==> src/rtl/des_pkg.sv <==
// rtl/des_pkg.sv - shared types and constants for the DES job scheduler
package des_pkg;

    localparam int DES_BLOCK_W = 64;

    // Requester tags double as the grant-vector bit index
    localparam logic TAG_ENC = 1'b0;
    localparam logic TAG_DEC = 1'b1;

    typedef enum logic [2:0] {
        IDLE,
        ISSUE,
        WAIT_CORE,
        HOLD,
        ERROR
    } sched_state_t;

endpackage

==> src/rtl/des_rr_arbiter.sv <==
// rtl/des_rr_arbiter.sv - two-way round-robin arbiter owning the last-grant history
module des_rr_arbiter
    import des_pkg::*;
(
    input  logic       clk,
    input  logic       n_rst,
    input  logic [1:0] req,
    input  logic       advance,
    output logic [1:0] gnt
);

    logic last_grant;

    // A lone requester always wins; on a tie the side not served last wins
    always_comb begin
        gnt = 2'b00;
        if (req[TAG_ENC] && (!req[TAG_DEC] || last_grant == TAG_DEC)) begin
            gnt[TAG_ENC] = 1'b1;
        end else if (req[TAG_DEC]) begin
            gnt[TAG_DEC] = 1'b1;
        end
    end

    always_ff @(posedge clk or negedge n_rst) begin
        if (!n_rst) begin
            last_grant <= TAG_DEC;
        end else if (advance && (gnt != 2'b00)) begin
            last_grant <= gnt[TAG_DEC];
        end
    end

endmodule

==> src/rtl/des_job_scheduler.sv <==
// rtl/des_job_scheduler.sv - shares one DES engine between the ENC and DEC requesters
module des_job_scheduler
    import des_pkg::*;
#(
    parameter int DATA_W  = DES_BLOCK_W,
    parameter int TIMEOUT = 96
) (
    input  logic              clk,
    input  logic              n_rst,
    input  logic              enc_valid,
    input  logic [DATA_W-1:0] enc_data,
    output logic              enc_ready,
    input  logic              dec_valid,
    input  logic [DATA_W-1:0] dec_data,
    output logic              dec_ready,
    output logic              core_start,
    output logic              core_encrypt,
    output logic [DATA_W-1:0] core_data_in,
    input  logic              core_done,
    input  logic [DATA_W-1:0] core_data_out,
    output logic              res_valid,
    output logic              res_tag,
    output logic [DATA_W-1:0] res_data,
    input  logic              res_ready,
    output logic              err_timeout
);

    localparam int TMO_W = $clog2(TIMEOUT + 1);
    localparam logic [TMO_W-1:0] WDOG_MAX  = TMO_W'(TIMEOUT);
    localparam logic [TMO_W-1:0] WDOG_LAST = TMO_W'(TIMEOUT - 1);

    sched_state_t     state;
    sched_state_t     state_nxt;
    logic [1:0]       req;
    logic [1:0]       gnt;
    logic             grant;
    logic [TMO_W-1:0] wdog;

    assign req   = {dec_valid, enc_valid};
    assign grant = enc_ready | dec_ready;

    des_rr_arbiter u_arb (
        .clk     (clk),
        .n_rst   (n_rst),
        .req     (req),
        .advance (grant),
        .gnt     (gnt)
    );

    // Readies are gated by n_rst so nothing is accepted while reset is asserted
    always_comb begin
        state_nxt  = state;
        enc_ready  = 1'b0;
        dec_ready  = 1'b0;
        core_start = 1'b0;
        res_valid  = 1'b0;
        case (state)
            IDLE: begin
                if (n_rst && (req != 2'b00)) begin
                    enc_ready = gnt[TAG_ENC];
                    dec_ready = gnt[TAG_DEC];
                    state_nxt = ISSUE;
                end
            end
            ISSUE: begin
                core_start = 1'b1;
                state_nxt  = WAIT_CORE;
            end
            WAIT_CORE: begin
                if (core_done) begin
                    state_nxt = HOLD;
                end else if (wdog == WDOG_LAST) begin
                    state_nxt = ERROR;
                end
            end
            HOLD: begin
                res_valid = 1'b1;
                if (res_ready) begin
                    state_nxt = IDLE;
                end
            end
            ERROR: begin
                state_nxt = ERROR;
            end
            default: begin
                state_nxt = IDLE;
            end
        endcase
    end

    always_ff @(posedge clk or negedge n_rst) begin
        if (!n_rst) begin
            state        <= IDLE;
            core_encrypt <= 1'b0;
            core_data_in <= '0;
            res_tag      <= 1'b0;
            res_data     <= '0;
            err_timeout  <= 1'b0;
            wdog         <= '0;
        end else begin
            state <= state_nxt;
            if (grant) begin
                core_data_in <= dec_ready ? dec_data : enc_data;
                core_encrypt <= enc_ready;
                res_tag      <= dec_ready ? TAG_DEC : TAG_ENC;
            end
            // Watchdog counts WAIT_CORE cycles; the last one still honours core_done
            if (state == ISSUE) begin
                wdog <= '0;
            end else if (state == WAIT_CORE && wdog != WDOG_MAX) begin
                wdog <= wdog + 1'b1;
            end
            if (state == WAIT_CORE && core_done) begin
                res_data <= core_data_out;
            end
            if (state == WAIT_CORE && !core_done && wdog == WDOG_LAST) begin
                err_timeout <= 1'b1;
            end
        end
    end

endmodule

==> config.mk <==
export PLATFORM = sky130hd
export DESIGN_NAME = des_job_scheduler
export DESIGN_NICKNAME = d
export VERILOG_FILES = /design/src/rtl/des_pkg.sv /design/src/rtl/des_rr_arbiter.sv /design/src/rtl/des_job_scheduler.sv
export SDC_FILE = /design/constraint.sdc
export NUM_CORES = 1
export LEC_CHECK = 0
export CAP_MARGIN = 20
export CORE_UTILIZATION = 41
export CTS_BUF_LIST = sky130_fd_sc_hd__clkbuf_4 sky130_fd_sc_hd__clkbuf_8 sky130_fd_sc_hd__clkbuf_16
export DETAILED_ROUTE_END_ITERATION = 10
export PLACE_DENSITY = 0.82
export SLEW_MARGIN = 10
export SYNTH_ARGS = -nofsm -noshare
export SYNTH_HDL_FRONTEND = slang
export SYNTH_SLANG_ARGS = --single-unit
==> constraint.sdc <==
create_clock -name clk -period 2.19 [get_ports clk]
set_input_delay 0.219 -clock clk [delete_from_list [all_inputs] [get_ports clk]]
set_output_delay 0.219 -clock clk [all_outputs]
set_load 0.02 [all_outputs]
==> impl_metrics.yaml <==
run_status:
  status: "completed"
yosys:
  synth_simple_gate_area_frac: 0.0377
  yosysSeqAreaShare: 0.530
  yosys.area_share.adder: 0.00373
  synth_area_mm2: 0.00670
  async_reset_ff_frac: 1.00
  synth-edff-count: 0
  synth_compound_area_frac: 0.0274
  ys_warn_count: 0
  synth_mux_area_frac: 0.359
  synth-xor-area-share: 0
  synth_cells: 435
  synth_flop_cell: "dfrtp_1"
  synth_top_family_by_area: "multiplexers"
  ys_types: 43
  synth_area_per_cell_um2: 15.4
  syn_nets: 635
  ys_ff_latch: 142
routing:
  dr_total_vias: 4907
  wl_per_cell_um: 18.9
  via_per_inst: 4.87
  drt_iter0_drc: 152
  wl_met2_mm: 9.75
  routed.top_layer: "met4"
  met3_length_mm: 1.65
  ant_nets: 0
  postRouteWirelength_mm: 19.0
  wl_met1_mm: 6.98
  first_pass_iters: 4
  drc_errors: 0
timing:
  slew_headroom: 0.363
  clock-skew-final_ns: 0.00680
  setup_tns_ns: 0
  worst_slew_pin_slew_ns: 0.956
  hold_viol_final: 0
  max_freq_ghz: 0.504
  finalMaxSlewViolations: 0
  timing.final.crit_share: 0.906
  rsz0062_at_grt: "false"
  finalSetupViolations: 0
  post-route-min-period_ns: 1.98
critical_path:
  required_ns: 2.50
  rr_endpoint: "res_data[2]$_DFFE_PN0P_"
  cp_max_fo: 12
  crit_type: "register to register"
  reg2reg_slack_ns: 0.21
  cp-start-kind: "register"
  crit_path_top_delay_cell: "dfrtp_1"
  crit_path_max_incr_delay_ns: 0.40
  path_common_cell: "buf_4"
  critPathCapture: "res_data[2]$_DFFE_PN0P_"
  crit_path_start: "state[1]$_DFFE_PN0P_"
  cp_cell_sequence: "buf_4 -> nor2b_4 -> and3_4 -> buf_4 -> mux2_2"
  r2r_start: "state[1]$_DFFE_PN0P_"
  critPathArrivalTime_ns: 2.29
  reg2regPathDepth: 5
  cp-end-kind: "register"
power_and_ir_drop:
  switching_share: 0.342
  ir_drop_mv: 0.817
  power.share.clock: 0.193
  p_per_area_mw_per_mm2: 1420
  internal_power_w: 0.0102
  p_comb_frac: 0.503
  p_seq_frac: 0.304
  p_leak_nw: 4.53
  p_switching_w: 0.00529
cts:
  cts_hold_buffers: 0
  post_cts_resized: 4
  path_clk_slew_ns: 0.06
  cts_buffers: 17
  cts_buffer_depth: 2
  clock-sinks: 142
  root_buffer: "clkbuf_16"
  cts_setup_buffers: 0
  htreeDepth: 4
  clkLatencyLatePin_ns: 0.42
  cts_tree: "built"
die:
  core.rowCount: 46
  initial_core_util: 0.420
  die_x_um: 130
  core-area_mm2: 0.0159
  ios: 333
  fp.dieH_um: 130
  die_area_mm2: 0.0169
grt:
  grt_overflow: 0
  grt_max_degree: 76
  grt_usage: 0.227
  grt_pass1_wl_mm: 28.4
  first_global_vias: 5360
  antenna_found_initial: 0
final_layout:
  syn2layout_area_growth_pct: 62.2
  instances_no_fill: 1007
  layout_commonest_cell: "clkdlybuf4s50_1"
  num-nets-final: 979
  final_cell_mix: "clkdlybuf4s50_1, dfrtp_1, mux2_2"
  final_layout_size_suffix_gt1_frac: 0.314
  antenna_cells: 0
placement:
  place_congestion: 0.800
  io_buffer_count: 332
  post-dp-hpwl_mm: 14.2
  placed_cells: 976
hold_path:
  worstHoldPathType: "primary input to asynchronous set/reset pin"
flow_run:
  max_cap_violations: 0
==> stage by stage <==
stage,hold WS [ns],cell area (um^2),setup slack (ns),utilization,total power [W]
finish,0.00182,10900,0.205,0.682,0.0155
global route,0.0480,10900,0.0976,0.682,0.0162
CTS,0.0239,10900,0.0444,0.682,0.0156
detailed placement,0.459,10300,0.0307,0.644,0.0125
global placement,0.458,10300,0.109,0.644,0.0123
floorplan,-0.0766,6700,0.522,-,0.00891
==> synth_stat cells (2+ instances only) <==
| master | n | share of area |
|---|---|---|
| mux2_1 | 5 | 0.0084 |
| buf_4 | 6 | 0.0067 |
| o21a_1 | 2 | 0.0022 |
| nor2b_1 | 3 | 0.0028 |
| dfrtp_1 | 141 | 0.53 |
| buf_6 | 11 | 0.018 |
| o211ai_1 | 3 | 0.0034 |
| nor4_1 | 2 | 0.0019 |
| nand2b_1 | 3 | 0.0028 |
| inv_1 | 6 | 0.0034 |
| buf_2 | 2 | 0.0015 |
| mux2_4 | 59 | 0.13 |
| a21oi_1 | 6 | 0.0045 |
| nand2_1 | 10 | 0.0056 |
| o21ai_0 | 4 | 0.0030 |
| buf_8 | 5 | 0.011 |
| ha_1 | 2 | 0.0037 |
| nor2_1 | 4 | 0.0022 |
| nand3_1 | 7 | 0.0052 |
| o221ai_1 | 2 | 0.0026 |
| mux2_2 | 130 | 0.22 |
==> worst max-delay path: cells and delay by family (launching register included) <==
kind / cells / cell delay (ns)
buf+inv: 2 / 0.49
flops: 1 / 0.40
mux: 1 / 0.35
simple gates: 2 / 0.62
==> cell families after synthesis <==
| logic type | count (synthesis) |
|---|---|
| mux | 194 |
| flops | 142 |
| simple gates | 40 |
| buf+inv | 31 |
| compound gates | 26 |
| fa+ha+maj | 2 |
==> worst min path at each step <==
| stage | startpoint | to | slack [ns] | cells after the start |
|---|---|---|---|---|
| 3_5_place_dp | err_timeout$_DFFE_PN0P_ | err_timeout$_DFFE_PN0P_ | 0.46 | 1 |
| 2_1_floorplan | n_rst | core_data_in[0]$_DFFE_PN0P_ | -0.08 | 0 |
| 6_report | n_rst | wdog[3]$_DFFE_PN0P_ | 0.002 | 2 |
| 3_3_place_gp | n_rst | err_timeout$_DFFE_PN0P_ | 0.46 | 2 |
| 5_1_grt | n_rst | err_timeout$_DFFE_PN0P_ | 0.05 | 2 |
| 4_1_cts | n_rst | err_timeout$_DFFE_PN0P_ | 0.02 | 2 |
==> power groups by stage <==
stage / logic (W) / registers [W] / clock network (W)
floorplan: 0.00278 / 0.00614 / 0
global placement: 0.00764 / 0.00464 / 0
detailed placement: 0.00783 / 0.00470 / 0
CTS: 0.00786 / 0.00472 / 0.00306
global route: 0.00819 / 0.00488 / 0.00317
finish: 0.00778 / 0.00471 / 0.00299
==> area by class of cell <==
type / count / area [um^2]
fill: 1123 / 5070
sequential: 142 / 3550
timing repair buffer: 350 / 3530
multi-input combinational: 262 / 2880
clock buffer: 21 / 480
tap: 216 / 270
clock inverter: 10 / 136
inverter: 6 / 22.5
==> routing by layer <==
metal	global-route usage	up-vias
met2	0.399	238
met4	0.109	0
li1	-	2254
met3	0.0820	41
met5	0	-
met1	0.242	2374
==> state kept, by name (all words and copies together) (netlist names) <==
signal	flops
core_data_in	64
res_data	64
wdog	7
state	3
core_encrypt	1
err_timeout	1
res_tag	1
u_arb.last_grant	1
No activity file was read; power rests on OpenSTA's default activity.
